`config.mk`:
```
export PLATFORM = sky130hd
export DESIGN_NAME = wav_dfi_lp_requester
export DESIGN_NICKNAME = d
export VERILOG_FILES = /design/src/rtl/wav_dfi_lp_requester_pkg.sv /design/src/rtl/wav_dfi_lp_requester_timer.sv /design/src/rtl/wav_dfi_lp_requester.sv
export SDC_FILE = /design/constraint.sdc
export NUM_CORES = 1
export LEC_CHECK = 0
export ABC_AREA = 1
export BUFFER_PORTS_ARGS = -buffer_cell sky130_fd_sc_hd__buf_2
export CAP_MARGIN = 20
export CORE_ASPECT_RATIO = 0.6
export CORE_UTILIZATION = 40
export CTS_CLUSTER_SIZE = 25
export DETAILED_ROUTE_END_ITERATION = 12
export MAX_ROUTING_LAYER = met4
export PLACE_DENSITY = 0.64
export RECOVER_POWER = 50
export SYNTH_ARGS = -nofsm -noshare
export SYNTH_HDL_FRONTEND = slang
export SYNTH_SLANG_ARGS = --single-unit
```
`constraint.sdc`:
```
create_clock -name clock -period 1.3 [get_ports clock]
set_input_delay 0.195 -clock clock [delete_from_list [all_inputs] [get_ports clock]]
set_output_delay 0.195 -clock clock [all_outputs]
set_load 0.02 [all_outputs]
```
`src/rtl/wav_dfi_lp_requester_pkg.sv`:
```
// Shared types and default timing for the DFI low-power requester.
//
// Contents:
//   lp_state_e        handshake FSM states
//   DEF_TLP_RESP      default cycles lp_req may wait for ack before it is withdrawn
//   DEF_TEXIT_MAX     default cycles allowed for ack to fall after lp_req falls
//   DEF_MIN_IDLE      default minimum low cycles between two lp_req assertions
//   DEF_WAKEUP_W      default width of the wakeup code
//   max_int()         elaboration-time helper for sizing counters
package wav_DFI_lp_pkg;

  localparam int DEF_TLP_RESP  = 8;
  localparam int DEF_TEXIT_MAX = 32;
  localparam int DEF_MIN_IDLE  = 2;
  localparam int DEF_WAKEUP_W  = 6;

  typedef enum logic [2:0] {
    IDLE  = 3'd0,
    REQ   = 3'd1,
    GRANT = 3'd2,
    EXIT  = 3'd3,
    BLOCK = 3'd4
  } lp_state_e;

  function automatic int max_int(input int a, input int b);
    return (a > b) ? a : b;
  endfunction

endpackage

```
`src/rtl/wav_dfi_lp_requester_timer.sv`:
```
// Clearable saturating up-counter with a terminal-count flag.
//
// Ports:
//   clock    in   clock
//   reset    in   synchronous active-high reset, loads RESET_VAL
//   clear    in   synchronous clear to zero (wins over enable)
//   enable   in   count up by one, holding at SAT
//   tc       out  high while the count equals TC
module wav_dfi_lp_timer #(
  parameter int WIDTH     = 6,
  parameter int SAT       = 8,
  parameter int TC        = 7,
  parameter int RESET_VAL = 0
) (
  input  logic clock,
  input  logic reset,
  input  logic clear,
  input  logic enable,
  output logic tc
);

  localparam logic [WIDTH-1:0] SAT_V = WIDTH'(SAT);
  localparam logic [WIDTH-1:0] TC_V  = WIDTH'(TC);
  localparam logic [WIDTH-1:0] RST_V = WIDTH'(RESET_VAL);

  logic [WIDTH-1:0] count;

  // Count register: reset preloads, clear restarts from zero, and the
  // count parks at SAT so a long wait never wraps back into the TC window.
  always_ff @(posedge clock) begin
    if (reset) begin
      count <= RST_V;
    end else if (clear) begin
      count <= '0;
    end else if (enable && (count != SAT_V)) begin
      count <= count + 1'b1;
    end
  end

  assign tc = (count == TC_V);

endmodule

```
`src/rtl/wav_dfi_lp_requester.sv`:
```
// MC-side DFI low-power handshake master for one channel (lp_ctrl or lp_data).
// Turns a level host request into lp_req/lp_wakeup, follows lp_ack, withdraws
// an unanswered request after TLP_RESP cycles and flags a slow ack release.
//
// Ports:
//   clock        in   DFI clock
//   reset        in   synchronous active-high reset
//   host_lp_en   in   1 = enter/hold low power, 0 = exit
//   host_wakeup  in   wakeup code, captured when lp_req rises
//   lp_ack       in   lp_*_ack from the PHY
//   lp_req       out  lp_*_req
//   lp_wakeup    out  lp_*_wakeup, held constant while lp_req is high
//   lp_granted   out  PHY has acknowledged, low power active
//   lp_timeout   out  one-cycle pulse: no ack within TLP_RESP cycles
//   lp_exit_err  out  one-cycle pulse: ack late to fall, or dropped early
//   busy         out  handshake FSM not idle
module wav_dfi_lp_requester
  import wav_DFI_lp_pkg::*;
#(
  parameter int TLP_RESP  = DEF_TLP_RESP,
  parameter int TEXIT_MAX = DEF_TEXIT_MAX,
  parameter int MIN_IDLE  = DEF_MIN_IDLE,
  parameter int WAKEUP_W  = DEF_WAKEUP_W
) (
  input  logic                clock,
  input  logic                reset,
  input  logic                host_lp_en,
  input  logic [WAKEUP_W-1:0] host_wakeup,
  input  logic                lp_ack,
  output logic                lp_req,
  output logic [WAKEUP_W-1:0] lp_wakeup,
  output logic                lp_granted,
  output logic                lp_timeout,
  output logic                lp_exit_err,
  output logic                busy
);

  localparam int CNT_W = $clog2(max_int(max_int(TLP_RESP, TEXIT_MAX), MIN_IDLE) + 1);

  lp_state_e           state_q;
  lp_state_e           state_d;
  logic                lp_req_d;
  logic [WAKEUP_W-1:0] lp_wakeup_d;
  logic                lp_granted_d;
  logic                lp_timeout_d;
  logic                lp_exit_err_d;

  logic resp_clr;
  logic resp_en;
  logic resp_last;
  logic exit_clr;
  logic exit_en;
  logic exit_last;
  logic idle_clr;
  logic idle_ok;

  // Response window: tc marks the last cycle the request may stay unanswered.
  wav_dfi_lp_timer #(
    .WIDTH(CNT_W), .SAT(TLP_RESP), .TC(TLP_RESP - 1), .RESET_VAL(0)
  ) u_resp_timer (
    .clock(clock), .reset(reset), .clear(resp_clr), .enable(resp_en), .tc(resp_last)
  );

  // Exit window: tc is true for exactly one EXIT cycle because the count
  // moves past TC to saturate at TEXIT_MAX, giving a single error pulse.
  wav_dfi_lp_timer #(
    .WIDTH(CNT_W), .SAT(TEXIT_MAX), .TC(TEXIT_MAX - 1), .RESET_VAL(0)
  ) u_exit_timer (
    .clock(clock), .reset(reset), .clear(exit_clr), .enable(exit_en), .tc(exit_last)
  );

  // Idle spacing: saturates at MIN_IDLE so tc reads as "enough low cycles".
  // Preloaded on reset so the first request after reset may start at once.
  wav_dfi_lp_timer #(
    .WIDTH(CNT_W), .SAT(MIN_IDLE), .TC(MIN_IDLE), .RESET_VAL(MIN_IDLE)
  ) u_idle_timer (
    .clock(clock), .reset(reset), .clear(idle_clr), .enable(!lp_req), .tc(idle_ok)
  );

  // Next-state and next-output logic. Every output is computed here and
  // registered below, so the DFI pins never see combinational glitches.
  // In REQ an arriving ack beats both the host dropping out and the
  // response timeout; a host drop withdraws quietly without a timeout pulse.
  // In GRANT an ack that vanishes while we still request is an error.
  always_comb begin
    state_d       = state_q;
    lp_req_d      = lp_req;
    lp_wakeup_d   = lp_wakeup;
    lp_granted_d  = lp_granted;
    lp_timeout_d  = 1'b0;
    lp_exit_err_d = 1'b0;
    resp_clr      = 1'b0;
    resp_en       = 1'b0;
    exit_clr      = 1'b0;
    exit_en       = 1'b0;
    idle_clr      = 1'b0;

    unique case (state_q)
      IDLE: begin
        if (host_lp_en && idle_ok && !lp_ack) begin
          state_d     = REQ;
          lp_req_d    = 1'b1;
          lp_wakeup_d = host_wakeup;
          resp_clr    = 1'b1;
        end
      end

      REQ: begin
        if (lp_ack) begin
          state_d      = GRANT;
          lp_granted_d = 1'b1;
        end else if (!host_lp_en) begin
          state_d  = EXIT;
          lp_req_d = 1'b0;
          exit_clr = 1'b1;
        end else if (resp_last) begin
          state_d      = BLOCK;
          lp_req_d     = 1'b0;
          lp_timeout_d = 1'b1;
        end else begin
          resp_en = 1'b1;
        end
      end

      GRANT: begin
        if (!lp_ack) begin
          state_d       = EXIT;
          lp_req_d      = 1'b0;
          lp_granted_d  = 1'b0;
          lp_exit_err_d = 1'b1;
          exit_clr      = 1'b1;
        end else if (!host_lp_en) begin
          state_d      = EXIT;
          lp_req_d     = 1'b0;
          lp_granted_d = 1'b0;
          exit_clr     = 1'b1;
        end
      end

      EXIT: begin
        if (!lp_ack) begin
          state_d  = IDLE;
          idle_clr = 1'b1;
        end else begin
          exit_en       = 1'b1;
          lp_exit_err_d = exit_last;
        end
      end

      BLOCK: begin
        if (!host_lp_en) begin
          state_d  = IDLE;
          idle_clr = 1'b1;
        end
      end

      default: begin
        state_d = IDLE;
      end
    endcase
  end

  // State and output registers. Reset drops every DFI output on the next
  // edge, even mid-handshake; the IDLE ack guard then holds off a new
  // request until the PHY releases its ack.
  always_ff @(posedge clock) begin
    if (reset) begin
      state_q     <= IDLE;
      lp_req      <= 1'b0;
      lp_wakeup   <= '0;
      lp_granted  <= 1'b0;
      lp_timeout  <= 1'b0;
      lp_exit_err <= 1'b0;
      busy        <= 1'b0;
    end else begin
      state_q     <= state_d;
      lp_req      <= lp_req_d;
      lp_wakeup   <= lp_wakeup_d;
      lp_granted  <= lp_granted_d;
      lp_timeout  <= lp_timeout_d;
      lp_exit_err <= lp_exit_err_d;
      busy        <= (state_d != IDLE);
    end
  end

endmodule

```
### After elaboration in Yosys (flattened, before gate mapping)

Cells that the tools add are included.

| cells by class | value |
|---|---|
| add/sub/neg operators | 3 |
| equality and inequality tests | 15 |
| mux-type cells | 37 |
| bitwise gates (word level) | 2 |
| reduce and logical (&&, ||, !) cells | 19 |

Operators with widths:

| cell | number |
|---|---|
| 3-bit two-way mux | 8 |
| 1-bit two-way mux | 21 |
| 6-bit by 1-bit adder with 6-bit output (second input constant) | 3 |
| 3-bit one-hot mux with 5 select lines | 1 |
| 1-bit one-hot mux with 2 select lines | 4 |
| 3-bit by 2-bit equality test with 1-bit output (second input constant) | 2 |
| 6-bit by 2-bit equality test with 1-bit output (second input constant) | 1 |
| 6-bit by 3-bit equality test with 1-bit output (second input constant) | 1 |
| 6-bit by 5-bit equality test with 1-bit output (second input constant) | 1 |
| 2-bit inequality test (second input constant) | 3 |
| 3-bit inequality test (second input constant) | 2 |
| 6-bit by 2-bit inequality test with 1-bit output (second input constant) | 1 |
| 6-bit by 4-bit inequality test with 1-bit output (second input constant) | 1 |
| 6-bit inequality test (second input constant) | 1 |
| 3-bit nonzero test | 2 |
| 2-bit OR reduction | 3 |
| 1-bit logical AND | 5 |
| 5-bit AND reduction | 1 |
| 2-bit two-way mux | 2 |
| 2-bit nonzero test | 2 |
| 4-bit OR reduction | 1 |
| 3-bit by 1-bit equality test with 1-bit output (second input constant) | 1 |
| 3-bit equality test (second input constant) | 1 |
| 3-bit zero test | 1 |
| 5 further kinds | 7 |

| word-level totals | value |
|---|---|
| register bits | 32 |
| output and inout port bits | 11 |

### Logic depth before layout (Yosys ltp)

Gate-level depths: netlist (run 1).

| depth | value |
|---|---|
| depth after elaboration | 6 |
| depth in mapped cells | 10 |
| mapped depth without buffers | 10 |

### Modules after synthesis

A second synthesis (run 1) with hierarchy kept.

| unflattened totals | value |
|---|---|
| cell total of the unflattened synthesis | 253 |
| area, all modules | 1781.7 um2 |

Modules (own cells, without submodules):

| module | times used | cells each | area an instance (um2) |
|---|---|---|---|
| wav_dfi_lp_requester | 1 | 102 | 708.2 |
| wav_dfi_lp_timer (u_exit_timer) | 1 | 50 | 385.4 |
| wav_dfi_lp_timer (u_idle_timer) | 1 | 52 | 344.1 |
| wav_dfi_lp_timer (u_resp_timer) | 1 | 49 | 344.1 |

### Worst setup path before layout (run 1)

OpenSTA, ideal clock, no wires.

| path | value |
|---|---|
| path type | flip-flop to flip-flop |
| from | register u_resp_timer.count[0] |
| to | register u_resp_timer.count[2] |
| setup time | 0.116 ns |
| arrival time | 1.291 ns |
| slack | -0.106 ns |
| cell stages (with the launch flop) | 11 |
| path buffers | 0 |
| cell sequence | dfxtp_1 > ha_1 > nand2_1 > inv_1 > nand3_1 > nand4_4 > clkinv_2 > nand2_2 > nand2_1 > inv_1 > nor2_2 |

| on the way | value |
|---|---|
| word-level cells in the longest chain between the ends | 6 |
| elaborated cells between the ends (all ways) | 8 |
| those cells by class | 1 x add/sub; 2 x eq/ne; 4 x mux; 1 x reduce/logical |

RTL lines:

| element | line | text |
|---|---|---|
| start, declared | wav_dfi_lp_requester_timer.sv:26 | `logic [WIDTH-1:0] count;` |
| start signal, assigned | wav_dfi_lp_requester_timer.sv:36 | `count <= count + 1'b1;` |
| 6-bit by 3-bit equality test with 1-bit output | wav_dfi_lp_requester_timer.sv:40 | `assign tc = (count == TC_V);` |
| 1-bit two-way mux | wav_dfi_lp_requester.sv:116 | `end else if (resp_last) begin` |
| 1-bit two-way mux | wav_dfi_lp_requester.sv:112 | `end else if (!host_lp_en) begin` |
| 1-bit two-way mux | wav_dfi_lp_requester.sv:109 | `if (lp_ack) begin` |
| 1-bit two-way mux | wav_dfi_lp_requester.sv:98 | `unique case (state_q)` |
| 1-bit logical AND | wav_dfi_lp_requester_timer.sv:35 | `end else if (enable && (count != SAT_V)) begin` |

Several ways; a longest one is shown, not always the timed one.
A chain may end at the register's enable or synchronous reset.

### Final worst setup path (run 1)

| path | value |
|---|---|
| from | register u_resp_timer.count[1] |
| to | register u_resp_timer.count[2] |

Same word-level chain as after synthesis.

==> metrics.md, run 1 <==
| Metric | Value |
|---|---|
| DRC Markers | 0 |
| Worst Setup End Kind | flop |
| Post-Syn Area | 0.00166 mm2 |
| Mapped Cells | 230 |
| Core area | between 0.003 and 0.004 mm2 |
| Crit path launch type | flop |
| NetSw | 1050 uW |
| Crit path kind | flop to flop |
| Part of the power in registers | 39.0% |
| Slowest stage cell, crit path | dfxtp_2 |
| RSZ-0062 raised after global routing | true |
| Antenna violations before repair | 0 |
| Clock power frac | between 20% and 30% |
| Internal power | between 1500 and 2000 uW |
| Fraction of power spent switching nets | between 30% and 40% |
| Post-synth ARST share | 0% |
| Area delta synth->final | 44.5% |
| Place WS | -70.1 ps |
| Fin. max-slew vios | 0 |
| Antenna cell count | 0 |
| Detail Placement HPWL | about 2.9 mm |
| Num rows | 17 |
| Htree depth | 2 |
| Clock skew | 8.40 ps |
| Syn avg cell area | roughly 7.2 um2 |
| Sequential element share of the synthesized area | 38.7% |
| Worst-case clock buffer depth | 2 |
| Final setup margin | -74.6 ps |
| Hold-critical path endpoint | lp_wakeup[0] |
| Drt first pass iters | 4 |
| Post-route ant nets | 0 |
| LEAKAGE | 0.00104 uW |
| Hold crit path type | input port to flop |
| Final min period | 1370 ps |
| Failing checks | setup timing |
| Via-to-Cell Ratio | roughly 4.8 |
| Pwr dens | between 1000 and 1500 mW/mm2 |
| Synth Area in Adders | between 4 and 5% |
| CTS Hold Bufs | 0 |
| Worst r2r src | u_resp_timer.count[1] |
| Least-Margin Pin Slew | slightly below 300 ps |
| Fin. Hold Viols | 0 |
| Hold Path Stages | 3 |
| Yosys warns | 0 |
| Flops & latches, synth | 32 |
| Syn Nets | between 200 and 250 |
| Total GRT Usage | between 20% and 30% |
| Largest stage delay, worst path | around 330 ps |
| TritonCTS clock tree | built |
| GP Congestion | approximately 0.8 |
| Reg2Reg Depth | 10 |
| Complex-gate fraction of the synthesized area | roughly 12% |
| Critical Path RT | approximately 1500 ps |
| Power consumption | 3040 uW |
| PortBufs | 20 |
| Routed length per instance | roughly 12 um |
| Hold_sp | host_wakeup[0] |
| Vias in the first global route | roughly 1400 |
| Ys flop type | dfxtp_1 |
| NumNets Final | 310 |
| Critical path fanouts, max | 7 |
| Routed WL | ~4.2 mm |
| I/O pins | 21 |
| VDD IR max | roughly 0.00066 V |
| CTS sink cnt | 32 |
| Starting density of the core | between 40% and 50% |
| R2r setup slk | -70 ps |
| Count of final setup violators | 6 |
| Largest net degree at the start of global routing | 11 |
| First-pass GRT wire length | 6.54 mm |
| Die W | ~85 um |
| Synth Area in Simple Gates | 31.8% |
| Combinational power share | a little over a third |
| Initial DRC Count | 105 |
| Vert. Die Dim | between 50 and 60 um |
| WP data arrival | approximately 1600 ps |
| Layout cell share with drive strength beyond 1 | between 30 and 40% |
| Final worst path period share | 106% |
| Root Buffer Master | clkbuf_8 |
| Reg2reg end | u_resp_timer.count[2] |
| Netlist cell types | 30 |
| Clk slew on worst S/H paths | 70 ps |
| Crit-path cells | buf_6 > inv_4 > ha_4 > nand4_1 > nand4_4 > clkinv_4 > nand2_4 > nand2_2 > inv_2 > nor2_2 |
| Worst slew margin | 80.5% |
| Status | finished, violations left |
| Die area | between 0.004 and 0.005 mm2 |
| Vias | roughly 1700 |
| TritonCTS Buffers | 5 |
| Number of enable flip-flop cells after synthesis | 0 |
| Mux cell area share after synthesis | 0% |
| Max-cap viol count | 0 |
| F_max | around 730 MHz |
| Worst-Skew Late Latency | between 200 and 300 ps |
| TNS Setup | -198 ps |
| Largest family of logic cells by synthesized area | simple AND/OR/NAND/NOR gates |
| Final Util | a little over three fifths |
| Xor and xnor area share after synthesis | 2.11% |
| GRT overflow | 0 |
## synth_stat cells (2+ instances only)
cell type / n / area [um2]
o21ai_0: 10 / 50.1
o21ai_1: 7 / 35.0
nand3_2: 2 / 20.0
a21oi_1: 21 / 105
inv_2: 3 / 11.3
nor2_4: 3 / 33.8
xnor2_1: 2 / 17.5
xor2_1: 2 / 17.5
nand4_1: 4 / 25.0
nand2_1: 40 / 150
nand2_2: 3 / 18.8
nor3_1: 4 / 20.0
inv_1: 38 / 143
nor2_1: 23 / 86.3
nor2_2: 4 / 25.0
dfxtp_1: 32 / 641
ha_1: 6 / 75.1
nand3_1: 14 / 70.1
## power by group through the flow
stage	Clock (uW)	Combinational (uW)	Sequential, uW
floorplan	0	447	1240
global placement	0	859	1170
detailed placement	0	857	1170
CTS	811	941	1160
global route	851	1160	1200
finish	802	1050	1190
## cells in the final DEF, fill, tap and decap left out, types with 6 or more instances in the layout
cell	Yosys	final
a21oi_1	21	18
buf_2	1	10
buf_4	1	36
clkbuf_1	1	11
clkbuf_8	0	6
dfxtp_1	32	25
inv_1	38	33
nand2_1	40	37
nand3_1	14	10
nor2_1	23	17
nor2_2	4	8
o21ai_0	10	6
o21ai_2	0	6
## timing repair
| item | in CTS | in global routing |
|---|---|---|
| pin swaps | 3 | 10 |
| resized for setup | 27 | 34 |
| setup endpoints to repair | 16 | 24 |
| endpoints found under the hold margin | 0 | 0 |
| buffers inserted | 3 | 4 |
| gates cloned | 1 | 0 |
## sequential cells by signal, summed over array words and instances (netlist names)
signal              cells
lp_timeout              1
lp_granted              1
lp_exit_err             1
u_idle_timer.count      6
u_resp_timer.count      6
busy                    1
state_q                 3
lp_wakeup               6
lp_req                  1
u_exit_timer.count      6
## metrics by stage
stage	cells	instance area, um2	hold WS, ps
finish	342	2390	182
global route	342	2390	178
CTS	338	2250	177
detailed placement	326	2060	433
global placement	326	2060	430
floorplan	230	1670	264
## layer usage
layer | up-vias | global-route usage [%] | routed length (um)
met5 | - | - | 0
met4 | 0 | 7.63 | 36
met3 | 4 | 6.03 | 209
met2 | 35 | 28.8 | 1700
met1 | 745 | 27.3 | 2210
li1 | 870 | - | -
## final cells by class
type	instances	area [um2]
clock buffers	6	82.6
flip-flops and latches	32	654
fillers	345	1410
well taps	47	58.8
repair buffers	60	395
inverters	42	170
multi-input cells	153	1020
clock inverters	2	10.0
## worst max-delay path, delay by kind of cell (launching register included)
| kind | cells | cell delay (ps) |
|---|---|---|
| simple gates | 5 | 500 |
| flops | 1 | 330 |
| buf+inv | 4 | 310 |
| fa+ha+maj | 1 | 110 |
## worst max-delay path by stage
stage,from,endpoint,slack [ps],cells past startpoint
2_1_floorplan,u_resp_timer.count[1],u_resp_timer.count[2],-1,10
3_3_place_gp,u_resp_timer.count[1],u_resp_timer.count[2],-30,10
3_5_place_dp,u_idle_timer.count[0],lp_wakeup[1],-70,7
4_1_cts,u_resp_timer.count[0],u_resp_timer.count[2],-20,10
5_1_grt,u_resp_timer.count[1],u_resp_timer.count[2],-150,10
6_report,u_resp_timer.count[1],u_resp_timer.count[2],-70,10
## logic make-up (layout without fill, tap and decap cells)
kind of cell | after synthesis | count (layout)
AO/OA/AOI/OAI | 40 | 40
XOR/XNOR | 4 | 4
adder cells (fa/ha/maj) | 6 | 6
buffers and inverters | 45 | 110
flip-flops | 32 | 32
AND/OR/NAND/NOR | 103 | 103
(Power assumes the default switching activity.)
==> run 2: changes to the inputs <==
CORE_UTILIZATION = 39   (was 40)
PLACE_DENSITY = 0.63   (was 0.64)
==> run 2 against run 1 <==
  * The run still ends with setup timing left
  * Global-route usage shrank 1.9 points
  * Non-clock buffer count shrank 2
  * Sequential power is essentially flat
==> metrics.md, run 2 (synthesis results as in run 1) <==
| Metric | Value |
|---|---|
| Status | finished, violations left |
| Failing checks | setup timing |
| Worst Setup End Kind | flop |
| Reg2reg end | u_resp_timer.count[2] |
| Num rows | 17 |
| Core area | roughly 0.0039 mm2 |
| Routed WL | 4.09 mm |
| Fraction of power spent switching nets | 33.3% |
| Worst slew margin | ~80% |
| Initial DRC Count | 57 |
| Die area | between 0.004 and 0.005 mm2 |
| Fin. Hold Viols | 0 |
| RSZ-0062 raised after global routing | true |
| Vert. Die Dim | 52.5 um |
| Clock power frac | between 20% and 30% |
| Part of the power in registers | a little under two fifths |
| CTS sink cnt | 32 |
| Internal power | between 2000 and 2500 uW |
| PortBufs | 20 |
| Final Util | about 64% |
| Hold-critical path endpoint | lp_wakeup[0] |
| Most common cell after layout, fill and taps aside | nand2_1 |
| Area of the multi-input gates | between 0.001 and 0.0015 mm2 |
| Most frequent cells in the layout | nand2_1, inv_1, buf_4, dfxtp_1, nor2_1 |
| Hold Path Stages | 3 |
| TNS Setup | -177 ps |
| Largest stage delay, worst path | 360 ps |
| Slowest stage cell, crit path | dfxtp_4 |
| Fin. max-slew vios | 0 |
| Detail Placement HPWL | 2.62 mm |
| GP Congestion | just under 0.9 |
| Final worst path period share | 103% |
| CTS Hold Bufs | 0 |
| I/O pins | 21 |
| Critical Path RT | 1480 ps |
| FF+latch area | roughly 660 um2 |
| Drt first pass iters | 5 |
| Filler cells | 337 |
| Clk slew on worst S/H paths | 70 ps |
| Vias in the first global route | 1352 |
| TritonCTS Buffers | 5 |
| Hold_sp | host_wakeup[0] |
| Antenna violations before repair | 0 |
| Vias | 1625 |
| Antenna cell count | 0 |
| WP data arrival | about 1500 ps |
| Root Buffer Master | clkbuf_8 |
| Via-to-Cell Ratio | ~4.7 |
| TritonCTS clock tree | built |
| GRT overflow | 0 |
| Crit path kind | flop to flop |
| Final min period | 1340 ps |
| Die W | 86.1 um |
| F_max | about 750 MHz |
| Count of final setup violators | 7 |
| Worst r2r src | u_resp_timer.count[1] |
| NetSw | ~1100 uW |
| LEAKAGE | ~0.0010 uW |
| Critical path fanouts, max | 6 |
| Final setup margin | -42.0 ps |
| Least-Margin Pin Slew | between 200 and 300 ps |
| Hold crit path type | input port to flop |
| Worst-case clock buffer depth | 2 |
| First-pass GRT wire length | between 6 and 7 mm |
| Area delta synth->final | 48.5% |
| DRC Markers | 0 |
| Reg2Reg Depth | 10 |
| Combinational power share | between 30% and 40% |
| Max-cap viol count | 0 |
| VDD IR max | roughly 0.00055 V |
| Post-route ant nets | 0 |
| Clock skew | about 5 ps |
| Crit-path cells | buf_6 > inv_4 > ha_4 > nand4_1 > nand4_4 > clkinv_4 > nand2_2 > nand2_1 > inv_1 > nor2_2 |
| NumNets Final | ~300 |
| Worst-Skew Late Latency | approximately 280 ps |
| Total GRT Usage | around 18% |
| Starting density of the core | between 40% and 50% |
| Routed length per instance | 11.7 um |
| Htree depth | 2 |
| R2r setup slk | -40 ps |
| Crit path launch type | flop |
| Layout cell share with drive strength beyond 1 | roughly two fifths |
| Largest net degree at the start of global routing | 10 |
| Pwr dens | 1290 mW/mm2 |
==> run 2: per-stage QoR <==
stage	instance area (um2)	total power, uW	setup WS, ps	cells	hold WS (ps)
4_1_cts	2290	3070	-24.3	346	173
3_3_place_gp	2050	2020	-71.0	332	429
2_1_floorplan	1670	1680	-0.978	230	264
5_1_grt	2460	3340	-124	349	189
3_5_place_dp	2050	2020	-98.7	332	434
6_report	2460	3180	-42.0	349	172
==> run 2: per-layer routing <==
| metal | share of wire [%] | up-vias | global-route usage [%] |
|---|---|---|---|
| met1 | 53 | 718 | 25.9 |
| met5 | 0 | - | - |
| met4 | 1.3 | 0 | 8.33 |
| met2 | 40 | 46 | 23.9 |
| met3 | 5.2 | 5 | 5.20 |
| li1 | - | 856 | - |
==> run 2: worst max-delay path by stage <==
stage,startpoint,endpoint,slack (ps),cells past startpoint
after floorplan,u_resp_timer.count[1],u_resp_timer.count[2],-1,10
after global placement,u_idle_timer.count[0],lp_wakeup[1],-70,7
after detailed placement,u_idle_timer.count[0],lp_wakeup[1],-100,7
after CTS,u_resp_timer.count[1],u_resp_timer.count[2],-20,10
after global routing,u_idle_timer.count[0],lp_wakeup[0],-120,7
final,u_resp_timer.count[1],u_resp_timer.count[2],-40,10
==> run 2: power by group through the flow <==
stage | clock (uW) | sequential (uW) | combinational [uW]
2_1_floorplan | 0 | 1240 | 447
3_3_place_gp | 0 | 1170 | 851
4_1_cts | 857 | 1160 | 1050
5_1_grt | 890 | 1190 | 1270
3_5_place_dp | 0 | 1170 | 857
6_report | 834 | 1170 | 1170
==> run 2: layout make-up <==
cell class | instances | area share, %
well taps | 57 | 2.90
flip-flops and latches | 32 | 26.8
clock buffers | 7 | 3.92
multi-input cells | 153 | 42.4
repair buffers | 58 | 17.0
inverters | 42 | 6.92
==> run 2: critical path, delay by kind of cell (launching register included) <==
family                     cells  cell delay [ps]
adders and majority gates      1              110
buffers and inverters          4              340
DFF                            1              360
and+or+nand+nor                5              440
==> run 2: timing repair <==
| item | CTS | global route |
|---|---|---|
| pin swaps | 4 | 20 |
| setup buffers | 6 | 3 |
| endpoints found under the setup margin | 15 | 29 |
| resized for setup | 23 | 47 |
| cloned | 1 | 0 |
==> run 3: changes to the inputs <==
CORE_UTILIZATION = 51   (was 39)
PLACE_DENSITY = 0.77   (was 0.63)
SKIP_CTS_REPAIR_TIMING = 1   (was default)
==> run 3 against run 2 <==
  * The flow still finishes with violations (setup timing)
  * Power down 0.22%
  * Cell count down 5.2%
  * First-iteration DRC count up 21%
  * Register-to-register slack about the same
  * Highest routed layer unchanged
==> metrics.md, run 3 (synthesis results as in run 1) <==
| Metric | Value |
|---|---|
| Status | finished, violations left |
| Failing checks | setup timing |
| Final min period | between 1000 and 1500 ps |
| Slowest stage cell, crit path | dfxtp_2 |
| Part of the power in registers | between 30% and 40% |
| Detail Placement HPWL | around 2.7 mm |
| Design area | approximately 0.0024 mm2 |
| Largest stage delay, worst path | 370 ps |
| Most common cell after layout, fill and taps aside | nand2_1 |
| Htree depth | 2 |
| Vert. Die Dim | around 46 um |
| GP Congestion | between 0.8 and 0.9 |
| First-pass GRT wire length | 5.66 mm |
| CTS sink cnt | 32 |
| Critical path fanouts, max | 7 |
| Drt first pass iters | 4 |
| Vias in the first global route | 1245 |
| NetSw | between 1000 and 1500 uW |
| Final setup margin | -54.5 ps |
| Hold crit path type | input port to flop |
| Routed length per instance | ~12 um |
| LEAKAGE | 0.00101 uW |
| Largest delay share family, worst path | flip-flops |
| WP data arrival | about 1500 ps |
| Area delta synth->final | 42.9% |
| Non-Filler Instances | roughly 330 |
| Worst-Skew Late Latency | between 200 and 300 ps |
| Total GRT Usage | a little under a quarter |
| Vias | around 1700 |
| Die W | roughly 76 um |
| Die area | roughly 0.0035 mm2 |
| Final worst path period share | 104% |
| Routed WL | between 4 and 5 mm |
| Pwr dens | 1340 mW/mm2 |
| VDD IR max | 0.000922 V |
| F_max | between 700 and 800 MHz |
| Combinational power share | around a third |
| Crit path buf inv count | 3 |
| Crit-path cells | buf_6 > inv_4 > ha_4 > nand4_1 > nand4_4 > buf_4 > nand2_1 > a21oi_1 |
| Crit path launch type | flop |
| Placed insts | ~320 |
| Starting density of the core | a little under three fifths |
| Worst-case clock buffer depth | 2 |
| Num rows | 15 |
| GRT overflow | 0 |
| Worst Setup End Kind | flop |
| Post-route ant nets | 0 |
| Fin. max-slew vios | 0 |
| Fraction of power spent switching nets | 33.0% |
| Layout cell share with drive strength beyond 1 | between 30% and 40% |
| Placed cell areas | roughly 0.0020 mm2 |
| I/O pins | 21 |
| Count of final setup violators | 5 |
| Crit path kind | flop to flop |
| PortBufs | 20 |
| Least-Margin Pin Slew | around 330 ps |
| Critical Path RT | roughly 1500 ps |
| Max-cap viol count | 0 |
| Power consumption | 3170 uW |
| Antenna cell count | 0 |
| TritonCTS clock tree | built |
| Worst slew margin | between 70% and 80% |
| Core area | slightly below 0.003 mm2 |
| Root Buffer Master | clkbuf_8 |
| Most frequent cells in the layout | nand2_1, inv_1, buf_4, dfxtp_1, a21oi_1 |
| RSZ-0062 raised after global routing | true |
| DRC Markers | 0 |
| Antenna violations before repair | 0 |
| Clock skew | between 4 and 5 ps |
| TritonCTS Buffers | 5 |
| Largest net degree at the start of global routing | 14 |
| Via-to-Cell Ratio | 5.06 |
| Internal power | 2120 uW |
| Fin. Hold Viols | 0 |
| NumNets Final | about 300 |
| Clk slew on worst S/H paths | 70 ps |
| Initial DRC Count | between 60 and 70 |
| Clock power frac | between 30% and 40% |
## run 3: changes by cell type in the layout (fill, tap and decap cells not counted), sizes merged
cell / change
clkinv: +1
bufinv: +1
clkinvlp: +1
clkbuf: -1
buf: -5
## run 3: metal layers
layer  GRT usage [%]  routed length [um]  vias to the layer above
li1                -                   -                      853
met1            35.3                2070                      768
met2            27.7                1690                       47
met3            9.19                 253                        8
met4            7.78                  49                        0
met5               -                   0                        -
## run 3: power groups by stage
stage                     Combinational (uW)  Sequential [uW]  Clock, uW
after CTS                                848             1150        979
final                                   1030             1190        949
after detailed placement                 843             1170          0
after global placement                   826             1170          0
after global routing                    1140             1200       1020
after floorplan                          447             1240          0
## run 3: final timing paths
kind | from | slack [ps] | cells after the start | end
min reg2reg | lp_wakeup[5] | 440 | 2 | lp_wakeup[5]
max | u_resp_timer.count[1] | -50 | 8 | u_resp_timer.count[4]
max reg2reg | u_resp_timer.count[1] | -50 | 8 | u_resp_timer.count[4]
min | host_wakeup[5] | 170 | 3 | lp_wakeup[5]
## run 3: through the flow
step	TNS, ps	setup slack (ps)	hold slack, ps	utilization (%)
global route	-1060	-171	169	79.3
detailed placement	-730	-97.4	436	68.0
global placement	-325	-55.0	428	68.0
floorplan	-0.978	-0.978	264	-
finish	-145	-54.5	167	79.3
CTS	-1070	-111	161	71.7
## run 3: worst min-delay path, stage by stage
cell	delay [ps]
buf_2	80
o21ai_2	50
a21oi_1	90
## run 3: cell type report
cell class                      count  area (um2)
Clock buffer                        5        68.8
Clock inverter                      3        42.5
Fill cell                         202         617
Inverter                           42         170
Multi-Input combinational cell    153        1000
Sequential cell                    32         658
Tap cell                           42        52.6
Timing Repair Buffer               54         370
